### config.mk
export PLATFORM = sky130hd
export DESIGN_NAME = fp_div_seq
export DESIGN_NICKNAME = d
export VERILOG_FILES = /design/src/rtl/fp_div_seq.sv
export SDC_FILE = /design/constraint.sdc
export NUM_CORES = 1
export LEC_CHECK = 0
export CAP_MARGIN = 20
export CORE_MARGIN = 2
export CORE_UTILIZATION = 55
export CTS_CLUSTER_DIAMETER = 50
export DETAILED_ROUTE_END_ITERATION = 12
export DONT_BUFFER_PORTS = 1
export GPL_TIMING_DRIVEN = 0
export PLACE_DENSITY = 0.76
export SYNTH_ARGS = -nofsm -noshare
export SYNTH_HDL_FRONTEND = slang
export SYNTH_SLANG_ARGS = --single-unit
### constraint.sdc
create_clock -name clk -period 6.3 [get_ports clk]
set_clock_uncertainty 0.15 [all_clocks]
set_input_delay 1.575 -clock clk [delete_from_list [all_inputs] [get_ports clk]]
set_output_delay 1.575 -clock clk [all_outputs]
set_load 0.01 [all_outputs]
### src/rtl/fp_div_seq.sv
// ---------------------------------------------------------------------------
// fp_div_seq -- sequential IEEE-754 style floating point divider
//
// Computes c = a / b one quotient bit per clock with a radix-2 restoring
// divider, then normalises and rounds (nearest, ties to even) in a single
// extra cycle. Subnormal operands are flushed to zero and results that fall
// below the normal range are returned as signed zero. Special operands
// (zero, inf, NaN) are resolved at accept time and skip the divider.
//
// Ports
//   clk        : clock, all state changes on the rising edge
//   rst_n      : synchronous active-low reset
//   in_valid   : a_in / b_in carry operands
//   in_ready   : block is idle and will accept operands
//   a_in       : dividend {sign, exp, man}
//   b_in       : divisor  {sign, exp, man}
//   out_valid  : c_out / flags hold a result
//   out_ready  : consumer takes the result
//   c_out      : quotient
//   flag_dz    : finite nonzero divided by zero
//   flag_inv   : invalid operation (0/0, inf/inf, NaN operand)
//
// Latency from the accepting edge: 1 cycle for special operands,
// MAN_W+5 cycles for normal operands.
// ---------------------------------------------------------------------------
module fp_div_seq #(
  parameter int EXP_W = 8,
  parameter int MAN_W = 23
) (
  input  logic                   clk,
  input  logic                   rst_n,
  input  logic                   in_valid,
  output logic                   in_ready,
  input  logic [EXP_W+MAN_W:0]   a_in,
  input  logic [EXP_W+MAN_W:0]   b_in,
  output logic                   out_valid,
  input  logic                   out_ready,
  output logic [EXP_W+MAN_W:0]   c_out,
  output logic                   flag_dz,
  output logic                   flag_inv
);

  localparam int W   = EXP_W + MAN_W + 1;
  localparam int SW  = MAN_W + 1;          // significand incl. hidden bit
  localparam int RW  = MAN_W + 2;          // partial remainder (< 2*divisor)
  localparam int QW  = MAN_W + 3;          // quotient bits: 1 int + MAN_W + guard + round
  localparam int EW2 = EXP_W + 2;          // signed working exponent
  localparam int CW  = $clog2(MAN_W + 3);

  localparam logic signed [EW2-1:0] BIAS   = EW2'((1 << (EXP_W - 1)) - 1);
  localparam logic signed [EW2-1:0] EMAX   = EW2'((1 << EXP_W) - 1);
  localparam logic signed [EW2-1:0] ONE    = EW2'(1);
  localparam logic signed [EW2-1:0] ZERO   = '0;
  localparam logic [CW-1:0]         LAST   = CW'(MAN_W + 2);
  localparam logic [W-1:0]          QNAN   = {1'b0, {EXP_W{1'b1}}, 1'b1, {(MAN_W-1){1'b0}}};

  typedef enum logic [1:0] {IDLE, DIV, NORM, DONE} state_t;

  state_t                 state_q;
  logic                   in_ready_q;
  logic                   out_valid_q;
  logic [W-1:0]           c_q;
  logic                   dz_q;
  logic                   inv_q;
  logic                   sign_q;
  logic signed [EW2-1:0]  exp_q;
  logic [SW-1:0]          div_q;
  logic [RW-1:0]          rem_q;
  logic [QW-1:0]          quo_q;
  logic [CW-1:0]          cnt_q;

  // ---------------- operand fields and classification ----------------
  logic               a_sign, b_sign, res_sign;
  logic [EXP_W-1:0]   a_exp, b_exp;
  logic [MAN_W-1:0]   a_man, b_man;
  logic               a_zero, b_zero, a_inf, b_inf, a_nan, b_nan;
  logic signed [EW2-1:0] exp_acc;

  assign a_sign   = a_in[W-1];
  assign b_sign   = b_in[W-1];
  assign a_exp    = a_in[W-2:MAN_W];
  assign b_exp    = b_in[W-2:MAN_W];
  assign a_man    = a_in[MAN_W-1:0];
  assign b_man    = b_in[MAN_W-1:0];
  assign res_sign = a_sign ^ b_sign;

  // exp == 0 covers subnormals as well: they are treated as zero
  assign a_zero = (a_exp == '0);
  assign b_zero = (b_exp == '0);
  assign a_inf  = (&a_exp) && (a_man == '0);
  assign b_inf  = (&b_exp) && (b_man == '0);
  assign a_nan  = (&a_exp) && (a_man != '0);
  assign b_nan  = (&b_exp) && (b_man != '0);

  assign exp_acc = $signed({2'b00, a_exp}) - $signed({2'b00, b_exp}) + BIAS;

  // ---------------- special-case result ----------------
  logic          spec_hit;
  logic [W-1:0]  spec_c;
  logic          spec_dz;
  logic          spec_inv;

  always_comb begin
    spec_hit = 1'b1;
    spec_c   = '0;
    spec_dz  = 1'b0;
    spec_inv = 1'b0;
    if (a_nan || b_nan || (a_zero && b_zero) || (a_inf && b_inf)) begin
      spec_c   = QNAN;
      spec_inv = 1'b1;
    end else if (a_inf) begin
      spec_c = {res_sign, {EXP_W{1'b1}}, {MAN_W{1'b0}}};
    end else if (b_zero) begin
      // a is finite and nonzero here
      spec_c  = {res_sign, {EXP_W{1'b1}}, {MAN_W{1'b0}}};
      spec_dz = 1'b1;
    end else if (a_zero || b_inf) begin
      spec_c = {res_sign, {(W-1){1'b0}}};
    end else begin
      spec_hit = 1'b0;
    end
  end

  // ---------------- restoring division step ----------------
  // After a successful subtract the difference is below the divisor, so it
  // fits in SW bits and modular SW-bit subtraction gives the exact value.
  logic          div_ge;
  logic [SW-1:0] diff_lo;
  logic [SW-1:0] rem_sel;
  logic [RW-1:0] rem_d;
  logic [QW-1:0] quo_d;

  assign div_ge  = (rem_q >= {1'b0, div_q});
  assign diff_lo = rem_q[RW-2:0] - div_q;
  assign rem_sel = div_ge ? diff_lo : rem_q[RW-2:0];
  assign rem_d   = {rem_sel, 1'b0};
  assign quo_d   = {quo_q[QW-2:0], div_ge};

  // ---------------- normalise and round ----------------
  logic [SW-1:0]         sig;
  logic                  g_bit, r_bit, s_bit, rnd_inc;
  logic [SW:0]           sum;
  logic [MAN_W-1:0]      man_r;
  logic signed [EW2-1:0] e_n, e_r;
  logic [W-1:0]          norm_c;

  always_comb begin
    if (quo_q[QW-1]) begin
      sig   = quo_q[QW-1:2];
      g_bit = quo_q[1];
      r_bit = quo_q[0];
      e_n   = exp_q;
    end else begin
      // quotient below 1.0: shift left one place, round bit becomes 0
      sig   = quo_q[QW-2:1];
      g_bit = quo_q[0];
      r_bit = 1'b0;
      e_n   = exp_q - ONE;
    end
    s_bit   = |rem_q;
    rnd_inc = g_bit & (r_bit | s_bit | sig[0]);
    sum     = {1'b0, sig} + {{SW{1'b0}}, rnd_inc};
    // carry-out means the significand rounded up to 2.0
    e_r     = e_n + (sum[SW] ? ONE : ZERO);
    man_r   = sum[SW] ? sum[SW-1:1] : sum[MAN_W-1:0];
    if (e_r >= EMAX) begin
      norm_c = {sign_q, {EXP_W{1'b1}}, {MAN_W{1'b0}}};
    end else if (e_r <= ZERO) begin
      norm_c = {sign_q, {(W-1){1'b0}}};
    end else begin
      norm_c = {sign_q, e_r[EXP_W-1:0], man_r};
    end
  end

  // ---------------- control FSM and registered outputs ----------------
  always_ff @(posedge clk) begin
    if (!rst_n) begin
      state_q     <= IDLE;
      in_ready_q  <= 1'b1;
      out_valid_q <= 1'b0;
      c_q         <= '0;
      dz_q        <= 1'b0;
      inv_q       <= 1'b0;
      sign_q      <= 1'b0;
      exp_q       <= '0;
      div_q       <= '0;
      rem_q       <= '0;
      quo_q       <= '0;
      cnt_q       <= '0;
    end else begin
      case (state_q)
        IDLE: begin
          if (in_valid) begin
            sign_q     <= res_sign;
            exp_q      <= exp_acc;
            div_q      <= {1'b1, b_man};
            rem_q      <= {1'b0, 1'b1, a_man};
            quo_q      <= '0;
            cnt_q      <= '0;
            in_ready_q <= 1'b0;
            if (spec_hit) begin
              state_q     <= DONE;
              out_valid_q <= 1'b1;
              c_q         <= spec_c;
              dz_q        <= spec_dz;
              inv_q       <= spec_inv;
            end else begin
              state_q <= DIV;
            end
          end
        end
        DIV: begin
          rem_q <= rem_d;
          quo_q <= quo_d;
          cnt_q <= cnt_q + CW'(1);
          if (cnt_q == LAST) begin
            state_q <= NORM;
          end
        end
        NORM: begin
          c_q         <= norm_c;
          out_valid_q <= 1'b1;
          state_q     <= DONE;
        end
        DONE: begin
          if (out_ready) begin
            state_q     <= IDLE;
            out_valid_q <= 1'b0;
            dz_q        <= 1'b0;
            inv_q       <= 1'b0;
            in_ready_q  <= 1'b1;
          end
        end
        default: state_q <= IDLE;
      endcase
    end
  end

  assign in_ready  = in_ready_q;
  assign out_valid = out_valid_q;
  assign c_out     = c_q;
  assign flag_dz   = dz_q;
  assign flag_inv  = inv_q;

endmodule

# Yosys cells after proc, flatten, opt, wreduce, memory -nomap -nowiden
# Index checks and enable logic that the tools add are counted.
# Widths: inputs -> output; s select.
# op_classes
addsub,7
n_lt_le_gt_ge,3
eq_ne,8
n_mux,48
bitwise,4
n_reduce_logical,31
# op_table
op,n
$mux 32,6
$pmux 32 s2,1
$mux 31,2
$pmux 26 s2,1
$pmux 25 s2,1
$mux 24,2
$logic_not 23->1,2
$reduce_bool 23->1,2
$mux 26,1
$add 24x1->25,1
$ge 25x24->1,1
$mux 25,1
$reduce_or 25->1,1
$sub 24x24->24,1
$mux 23,1
$mux 1,20
$logic_not 8->1,2
$reduce_and 8->1,2
$add 10x2->10,1
$add 9x8->10 const B,1
$ge 10x9->1 const B,1
$le 10x1->1 const B,1
$mux 10,1
$pmux 5 s2,1
other kinds (23),47
# totals
reg_bits,129
inputBits,68
output_inout_bits,36
wordCells,113

# Longest topological paths before layout
# Gate-level depths: netlist (run 1).
# depth
depth_word,11
ltp_mapped,24
depth_no_buf,20

# Worst setup path after synthesis (run 1)
# No wires, ideal clock.
# synth_path
path_type,register -> register
start,reg quo_q[25]
end,"reg c_q[1], in the netlist c_out[1]"
setup_time_ns,0.117
arrival_ns,5.178
t_required_ns,6.033
setup_slack_ns,0.856
path_stages_with_launch,25
path_buffers,4
period_less_slack_ns,5.444
cell_sequence,dfxtp_1 -> buf_6 -> buf_2 -> clkbuf_1 -> clkbuf_1 -> nand2_1 -> a21boi_0 -> ha_1 -> nand4_1 -> a2111oi_4 -> nand4_1 -> nor2_1 -> nand2_1 -> nor2_1 -> ha_1 -> ha_1 -> and2_2 -> mux2_2 -> xnor2_1 -> a31oi_1 -> nor4_1 -> a21oi_4 -> nand4_4 -> nor2_8 -> a22o_1
# synth_via
elab_chain_cells,11
elab_cells_between_ends,16
# synth_rtl
item,line,rtl
start: declaration,69,logic [QW-1:0] quo_q;
start signal: assignment,214,quo_q <= quo_d;
$mux 1,148,if (quo_q[QW-1]) begin
$or 1x1->1 (2 in a row),161,rnd_inc = g_bit & (r_bit | s_bit | sig[0]);
$and 1x1->1,161,
$add 24x1->25,162,"sum = {1'b0, sig} + {{SW{1'b0}}, rnd_inc};"
$mux 1,164,e_r = e_n + (sum[SW] ? ONE : ZERO);
$add 10x2->10,164,
$le 10x1->1,168,end else if (e_r <= ZERO) begin
$mux 31,168,
$mux 31 *,166,if (e_r >= EMAX) begin
$pmux 32 s2 *,191,case (state_q)
end signal: assignment,204,c_q <= spec_c;
end signal: assignment,221,c_q <= norm_c;
end: declaration,62,logic [W-1:0] c_q;
# Every way passes the cells marked *; elsewhere a longest branch is shown, timed or not.
# A chain may end at the register's enable or synchronous reset.

# Worst setup path in the final report (run 1)
# Ends and elaborated chain as after synthesis.

==> results.sh, run 1 <==
export IMPL_outcome="completed"
export IMPL_rrSetupSlack_ns=0.57
export IMPL_worstPathArrival_ns=5.90
export IMPL_start_util_pct=56.9
export IMPL_core_um2=15300
export IMPL_met1_length_um=11300
export IMPL_grt_ovfl_total=0
export IMPL_place_gp_congestion=0.982
export IMPL_path_clk_slew_ns=0.06
export IMPL_grt_max_degree=17
export IMPL_nets=1269
export IMPL_routed_via_density=6.29
export IMPL_required_ns=6.48
export IMPL_p_leak_nw=3.49
export IMPL_routed_wl_met3_um=2270
export IMPL_cts_buffers=17
export IMPL_syn_inst=1138
export IMPL_period_minus_slack_ns=5.73
export IMPL_cap_viol_max_count=0
export IMPL_synthTopCellsByCount="nand2_1, nor2_1, dfxtp_1, a21oi_1, inv_1"
export IMPL_stdcell_count=1379
export IMPL_ioPinCount=104
export IMPL_hold_class="flop to flop"
export IMPL_h_tree_depth=4
export IMPL_yosys_area_top_type="dfxtp_1"
export IMPL_tightest_slew_ns=1.01
export IMPL_drtAntennaViolNets=0
export IMPL_syn_num_nets=1251
export IMPL_async_reset_ff_share_pct=0
export IMPL_clock_root_buffer="clkbuf_16"
export IMPL_synth_edf_count=0
export IMPL_first_global_vias=7888
export IMPL_maxSlewHeadroom_pct=31.9
export IMPL_synth_top_cells_by_area="dfxtp_1, ha_1, nand2_1"
export IMPL_rsz0062_at_grt="no"
export IMPL_dieArea_um2=16900
export IMPL_first_pass_iters=8
export IMPL_hpwl_um=19100
export IMPL_drcViolationCount=0
export IMPL_nFillCells=1388
export IMPL_vias=8679
export IMPL_setup_viol=0
export IMPL_fin_util_pct=62.5
export IMPL_core_rowCount=45
export IMPL_synth_seq_cells=129
export IMPL_fin_crit_sh_pct=90.9
export IMPL_p_per_area_nw_per_um2=491
export IMPL_endpoint_kind="flop"
export IMPL_synth_area_um2=8710
export IMPL_synth_ff_type="dfxtp_1"
export IMPL_cp_start_kind="flop"
export IMPL_cts_tree="yes"
export IMPL_clock_sinks=129
export IMPL_layout_drive_gt1_share_pct=7.02
export IMPL_holdWs_ns=0.303
export IMPL_port_buffers=0
export IMPL_ys_seq_area_share_pct=29.7
export IMPL_holdBufCountCts=0
export IMPL_worstSetupPathType="flop to flop"
export IMPL_wl_per_cell_um=18.4
export IMPL_drt_initial_drc_count=885
export IMPL_maxSlewViolCount=0
export IMPL_top_layer_used="met4"
export IMPL_grt_usage_pct=30.7
export IMPL_area_growth_pct=9.89
export IMPL_path_max_fanout=28
export IMPL_synth_top_cell_area_share_pct=29.7
export IMPL_post_cts_buffers=0
export IMPL_hold_viol_final=0
export IMPL_die_w_um=130
export IMPL_fmax_mhz=175
export IMPL_antenna_found_initial=0
export IMPL_yosys_warnings=0
export IMPL_synth_distinct_cells=78
export IMPL_dieHeight_um=130
export IMPL_antenna_cells=0
export IMPL_yosysMostFrequentCell="nand2_1"
export IMPL_max_clock_path_buffers=2
export IMPL_wl_um=25400
export IMPL_route_met2_wl_um=11200
export IMPL_p_total_mw=4.70
export IMPL_avgSynthCellArea_um2=7.65
export IMPL_ir_drop_v=0.000303
export IMPL_insertion_delay_ns=0.44
export IMPL_grt_first_pass_wirelength_um=40500
export IMPL_post_place_cells=1350
==> stage by stage <==
stage          setup WS (ns)  setup TNS (ns)  area, µm²
5_1_grt                0.220               0       9570
3_5_place_dp          -0.393           -9.70       8980
4_1_cts               0.0104               0       9570
6_report               0.574               0       9570
3_3_place_gp          -0.249           -5.26       8970
2_1_floorplan          0.856               0       8710
==> repair_timing <==
| item | CTS | global route |
|---|---|---|
| setup endpoints to repair | 30 | 31 |
| gates resized for setup | 3 | 1 |
| pin swaps | 0 | 0 |
==> cells by family (layout without fill, tap and decap cells) <==
family                   Yosys count  count (layout)  synth area share (%)
adder cells (fa/ha/maj)           45              45                  6.64
buffers and inverters            128             158                  5.92
AND/OR/NAND/NOR                  422             422                  23.1
XOR/XNOR                          49              49                  4.93
flip-flops                       129             129                  29.7
AO/OA/AOI/OAI                    349             349                  27.9
multiplexers                      16              16                  1.91
==> power breakdown <==
part / total [mW] / internal, mW / switching [mW] / leakage (nW)
combinational: 2.62 / 0.987 / 1.63 / 2.16
sequential: 1.09 / 0.946 / 0.144 / 1.05
clock: 0.992 / 0.632 / 0.360 / 0.284
total: 4.70 / 2.56 / 2.14 / 3.49
==> state kept, by name, indices dropped and copies added, names as in the netlist <==
register	flops
flag_inv	1
flag_dz	1
rem_q	25
div_q	24
cnt_q	5
quo_q	26
c_out	32
state_q	2
out_valid	1
exp_q	10
in_ready	1
sign_q	1
==> cell type report <==
type	count	area (µm²)	area share (%)
Buffer	60	260	2.72
Clock buffer	27	513	5.36
Timing Repair Buffer	1	5.00	0.0523
Sequential cell	129	2580	27.0
Inverter	66	248	2.59
Multi-Input combinational cell	881	5620	58.8
Tap cell	211	264	2.76
Clock inverter	4	72.6	0.758
==> final timing paths <==
check,startpoint,depth (start not counted),end
hold reg to reg,div_q[4],2,div_q[4]
setup reg to reg,quo_q[25],22,c_out[1]
hold / removal,div_q[4],2,div_q[4]
setup / recovery,quo_q[25],22,c_out[1]
==> placed cells by master (no fill, tap or decap), types with 24 or more instances in the layout <==
cell type  synthesis  routed
clkbuf_1          52      55
a21oi_1          104     104
dfxtp_1          129     129
xnor2_1           35      35
nand2_1          139     139
a22oi_1           32      32
o21ai_0           54      54
nor4_1            25      24
inv_1             64      64
nor2_1           132     131
ha_1              43      43
==> worst max-delay path, cell delays in order (launching register included) <==
cell and delay [ns]:
dfxtp_1 0.42, buf_6 0.26, clkbuf_2 0.33, nand2_1 0.08
a21boi_0 0.18, ha_1 0.27, nand4_1 0.19, a2111oi_4 0.53
nand4_1 0.28, nor2_1 0.21, nand2_1 0.15, nor2_4 0.30
ha_1 0.26, ha_1 0.21, and2b_2 0.16, mux2i_1 0.19
a2111oi_0 0.51, a31o_1 0.17, a32o_1 0.17, a21oi_4 0.10
nand4_4 0.15, nor2_8 0.07, a22o_1 0.25
==> per-layer routing <==
metal	track usage, %	vias to the layer above
met5	0	-
met4	10.5	0
met3	7.34	59
met2	47.8	382
met1	41.8	4053
li1	-	4185
(Power assumes the default switching activity.)
==> run 2, diff against run 1 <==
GPL_TIMING_DRIVEN = not set   (was 0)
==> run 2 against run 1 <==
Compared with the run above:
- worst hold slack improved by 0.0019 ns
- largest cell class unchanged
- clock-buffer cell count fell by 5
- clock power fell by 5.5%
- via count fell by 3.9%
- highest routed layer unchanged
- die area did not move
- critical endpoint unchanged
- register-to-register slack improved by 0.48 ns
- maximum frequency rose by 9.1%
==> results.sh, run 2 (synthesis results as in run 1) <==
export IMPL_maxSlewHeadroom_pct=40.4
export IMPL_p_leak_nw=3.44
export IMPL_p_total_mw=4.59
export IMPL_nets=1221
export IMPL_maxSlewViolCount=0
export IMPL_outcome="completed"
export IMPL_required_ns=6.52
export IMPL_hold_class="flop to flop"
export IMPL_layout_commonest_cell="nand2_1"
export IMPL_grt_first_pass_wirelength_um=37600
export IMPL_r2r_end="c_out[1]"
export IMPL_cts_buffers=17
export IMPL_cpMaxStageDelayCell="dfxtp_2"
export IMPL_first_pass_iters=5
export IMPL_max_clock_path_buffers=2
export IMPL_rrSetupSlack_ns=1.05
export IMPL_grt_busiest_layer="met2"
export IMPL_start_util_pct=56.9
export IMPL_final_area_um2=9400
export IMPL_stdcell_count=1329
export IMPL_fin_tns_setup_ns=0
export IMPL_slowest_delay_ns=0.66
export IMPL_drt_initial_drc_count=781
export IMPL_use_met2_pct=45.1
export IMPL_grt_usage_pct=27.8
export IMPL_worstSetupPathType="flop to flop"
export IMPL_path_max_fanout=33
export IMPL_worstHoldStart="div_q[20]"
export IMPL_setup_slack_ns=1.05
export IMPL_setup_viol=0
export IMPL_routed_via_density=6.28
export IMPL_h_tree_depth=4
export IMPL_worstPathArrival_ns=5.47
export IMPL_port_buffers=0
export IMPL_final_cell_mix="nand2_1, nor2_1, dfxtp_1"
export IMPL_cp_common_cell="ha_1"
export IMPL_core_um2=15300
export IMPL_dieHeight_um=130
export IMPL_r2r_start="quo_q[25]"
export IMPL_core_rowCount=45
export IMPL_min_path_cells=2
export IMPL_r2r_cells=20
export IMPL_multi_input_comb_area_um2=5640
export IMPL_rsz0062_at_grt="no"
export IMPL_tightest_slew_ns=0.886
export IMPL_ioPinCount=104
export IMPL_cp_start_kind="flop"
export IMPL_dieArea_um2=16900
export IMPL_post_place_cells=1297
export IMPL_die_w_um=130
export IMPL_period_minus_slack_ns=5.25
export IMPL_holdBufCountCts=0
export IMPL_p_per_area_nw_per_um2=488
export IMPL_area_growth_pct=7.90
export IMPL_place_area_um2=8810
export IMPL_fin_crit_sh_pct=83.3
export IMPL_largest_reg_flops=32
export IMPL_hold_viol_final=0
export IMPL_post_cts_buffers=0
export IMPL_fmax_mhz=190
export IMPL_cap_viol_max_count=0
export IMPL_drtAntennaViolNets=0
export IMPL_drcViolationCount=0
export IMPL_path_cells="nand2_1 > a21boi_0 > ha_1 > nand4_1 > a2111oi_4 > nand4_1 > nor2_1 > nand2_1 > nor2_1 > ha_1 > ha_1 > and2_2 > mux2i_1 > a2111oi_4 > nand3_1 > xor2_1 > a21oi_4 > nand4_4 > nor2_8 > a22o_1"
export IMPL_clock_root_buffer="clkbuf_16"
export IMPL_place_gp_congestion=0.924
export IMPL_holdPathEnd="div_q[20]"
export IMPL_cts_resized=0
export IMPL_antenna_cells=0
export IMPL_grtUsageMet1_pct=36.6
export IMPL_vias=8343
export IMPL_hpwl_um=16700
export IMPL_layout_drive_gt1_share_pct=7.96
export IMPL_antenna_found_initial=0
export IMPL_wl_per_cell_um=17.3
export IMPL_insertion_delay_ns=0.43
export IMPL_grt_util_met3_pct=6.85
export IMPL_nFillCells=1404
export IMPL_wl_um=23000
export IMPL_ir_drop_v=0.000325
export IMPL_grt_max_degree=51
export IMPL_clock_sinks=129
export IMPL_path_clk_slew_ns=0.05
export IMPL_preCtsSetupSlack_ns=1.11
export IMPL_endpoint_kind="flop"
export IMPL_first_global_vias=7532
export IMPL_grt_ovfl_total=0
export IMPL_seqCellArea_um2=2580
export IMPL_cts_tree="yes"
run 2: worst max path at each step:
| stage | cells after the start | slack (ns) | startpoint | endpoint |
|---|---|---|---|---|
| CTS | 20 | 1.09 | quo_q[25] | c_out[1] |
| global route | 20 | 0.59 | quo_q[25] | c_out[1] |
| detailed placement | 20 | 1.11 | quo_q[25] | c_out[1] |
| floorplan | 24 | 0.86 | quo_q[25] | c_out[1] |
| global placement | 20 | 1.29 | quo_q[25] | c_out[1] |
| finish | 20 | 1.05 | quo_q[25] | c_out[1] |
run 2: critical path: cells and delay by family, from the launching register on:
kind	cells	cell delay, ns
muxes	1	0.17
and+or+nand+nor	10	1.90
xor gates and xnor gates	1	0.18
AOI/OAI and AO/OA	5	1.40
adders and majority gates	3	0.70
DFF	1	0.66
run 2: per-stage QoR:
stage / hold slack [ns] / util (%)
4_1_cts: 0.307 / 61.1
5_1_grt: 0.326 / 61.4
3_3_place_gp: 0.294 / 57.5
6_report: 0.305 / 61.4
2_1_floorplan: 0.286 / -
3_5_place_dp: 0.299 / 57.5
run 2: layout make-up:
| class | instances | share of cell area (%) |
|---|---|---|
| clock buffer | 22 | 4.83 |
| clock inverter | 7 | 0.932 |
| inverter | 66 | 2.64 |
| multi-input combinational | 881 | 60.0 |
| sequential | 129 | 27.5 |
| tap | 211 | 2.81 |
| timing repair buffer | 13 | 1.25 |
run 2: power by group:
group / switching (mW) / internal, mW / total (mW)
clock: 0.355 / 0.582 / 0.937
sequential: 0.140 / 0.946 / 1.09
combinational: 1.53 / 1.03 / 2.56
run 2: layer usage:
metal | part of all wire [%] | wire [µm]
met2 | 46 | 10700
met1 | 45 | 10300
met5 | 0 | 0
met3 | 7.1 | 1640
met4 | 1.7 | 391
==> run 3, diff against run 2 <==
PLACE_DENSITY = 0.79   (was 0.76)
clock period = 4.31 ns   (was 6.3 ns; I/O delays follow)
==> run 3 against run 2 <==
Compared with the run above:
- the flow now finishes with violations (setup timing)
- setup slack got worse by 1.1 ns
- wire length increased by 4.9%
- design area increased by 4.7%
- total power increased by 52%
- combinational power increased by 46%
- largest power group unchanged
- highest routed layer unchanged
==> results.sh, run 3 (synthesis results as in run 1) <==
export IMPL_outcome="finished, violations left"
export IMPL_violations="setup timing"
export IMPL_cts_buffers=17
export IMPL_maxSlewHeadroom_pct=32.1
export IMPL_port_buffers=0
export IMPL_grt_max_degree=57
export IMPL_drcViolationCount=0
export IMPL_wl_um=24200
export IMPL_vias=8434
export IMPL_holdWs_ns=0.306
export IMPL_path_clk_slew_ns=0.06
export IMPL_hold_viol_final=0
export IMPL_clock_root_buffer="clkbuf_16"
export IMPL_seqCellArea_um2=2590
export IMPL_final_area_um2=9830
export IMPL_antenna_found_initial=0
export IMPL_first_pass_iters=6
export IMPL_largest_reg_flops=32
export IMPL_cp_start_kind="flop"
export IMPL_path_max_fanout=6
export IMPL_hpwl_um=17000
export IMPL_grt_first_pass_wirelength_um=38400
export IMPL_preCtsSetupSlack_ns=-0.0268
export IMPL_start_util_pct=56.9
export IMPL_setup_slack_ns=-0.0711
export IMPL_antenna_cells=0
export IMPL_p_seq_share_pct=22.9
export IMPL_fmax_mhz=228
export IMPL_area_growth_pct=12.9
export IMPL_netSwitchingFraction_pct=43.4
export IMPL_dieHeight_um=130
export IMPL_layout_commonest_cell="nand2_1"
export IMPL_layout_drive_gt1_share_pct=11.8
export IMPL_rsz0062_at_grt="yes"
export IMPL_wl_per_cell_um=17.8
export IMPL_ir_drop_v=0.000374
export IMPL_nets=1244
export IMPL_required_ns=4.53
export IMPL_grt_usage_pct=28.7
export IMPL_drtAntennaViolNets=0
export IMPL_p_sw_mw=3.03
export IMPL_core_um2=15300
export IMPL_setup_viol=20
export IMPL_internal_power_mw=3.95
export IMPL_h_tree_depth=4
export IMPL_core_rowCount=45
export IMPL_p_leak_nw=3.63
export IMPL_place_gp_congestion=0.919
export IMPL_final_cell_mix="nand2_1, nor2_1, dfxtp_1"
export IMPL_p_total_mw=6.97
export IMPL_drt_initial_drc_count=835
export IMPL_stdcell_count=1355
export IMPL_first_global_vias=7815
export IMPL_endpoint_kind="flop"
export IMPL_multi_input_comb_area_um2=5760
export IMPL_fin_tns_setup_ns=-0.710
export IMPL_grt_ovfl_total=0
export IMPL_place_area_um2=8990
export IMPL_die_w_um=130
export IMPL_period_minus_slack_ns=4.38
export IMPL_max_clock_path_buffers=2
export IMPL_maxSlewViolCount=0
export IMPL_nFillCells=1315
export IMPL_fin_util_pct=64.2
export IMPL_worstSetupPathType="flop to flop"
export IMPL_insertion_delay_ns=0.43
export IMPL_tightest_slew_ns=1.01
export IMPL_p_clk_share_pct=23.6
export IMPL_fin_crit_sh_pct=102
export IMPL_dieArea_um2=16900
export IMPL_cts_tree="yes"
export IMPL_post_place_cells=1311
export IMPL_worstPathArrival_ns=4.60
export IMPL_p_per_area_nw_per_um2=709
export IMPL_ioPinCount=104
export IMPL_clock_sinks=129
export IMPL_cap_viol_max_count=0
export IMPL_routed_via_density=6.22
export IMPL_combPwrFrac_pct=53.5
export IMPL_hold_class="flop to flop"
==> run 3: cell types whose count changed in the layout (fill, tap and decap cells not counted), sizes merged <==
| cell | change |
|---|---|
| buf | +22 |
| bufinv | +3 |
| clkbuf | -1 |
| clkinvlp | +1 |
| nor2 | +1 |
| inv | +1 |
| clkinv | -1 |
==> run 3: path summary, 6_finish.rpt <==
path             start  endpoint  slack [ns]  depth (start not counted)
max          quo_q[25]  c_out[7]       -0.07                         20
min           div_q[7]  div_q[7]        0.31                          2
max reg2reg  quo_q[25]  c_out[7]       -0.07                         20
min reg2reg   div_q[7]  div_q[7]        0.31                          2
==> run 3: area by class of cell <==
type                       count  share of cell area (%)
clock inverter                11                    2.04
multi-input combinational    882                    58.6
timing repair buffer          35                    2.99
sequential                   129                    26.3
tap                          211                    2.68
inverter                      66                    2.52
clock buffer                  21                    4.89
==> run 3: worst max-delay path: stages, from the launching register on <==
cell and delay [ns]:
dfxtp_4 0.37, nand2b_4 0.15, a21boi_2 0.15, ha_4 0.15, nand4_1 0.17, a2111oi_4 0.36, nand4_1 0.23, nor2_2 0.20
nand2_2 0.12, nor2_4 0.15, ha_4 0.17, ha_4 0.14, and2b_2 0.17, mux2_2 0.23, nor2_1 0.06, a31o_1 0.21
a32o_1 0.24, a21oi_4 0.23, nand4_4 0.25, nor2_4 0.26, a22o_1 0.15
==> run 3: repair_timing <==
action                                  4_1_cts  5_1_grt
pin swaps                                     2       19
setup buffers                                 0       10
hold buffers                                  0        0
endpoints found under the setup margin        3       30
resized for setup                             1       12
gates cloned                                  0        2
==> run 3: power by group through the flow <==
stage	clock network, mW	registers [mW]	logic [mW]
6_report	1.65	1.60	3.73
2_1_floorplan	0	1.54	2.93
5_1_grt	1.71	1.62	4.16
4_1_cts	1.66	1.59	3.67
3_5_place_dp	0	1.61	3.62
3_3_place_gp	0	1.61	3.59
==> run 3: layer usage <==
| metal | up-vias | track usage (%) | share of wire (%) |
|---|---|---|---|
| li1 | 4125 | - | - |
| met1 | 3909 | 36.5 | 42 |
| met2 | 346 | 46.8 | 47 |
| met3 | 54 | 7.50 | 8.4 |
| met4 | 0 | 11.0 | 2.8 |
| met5 | - | 0 | 0 |
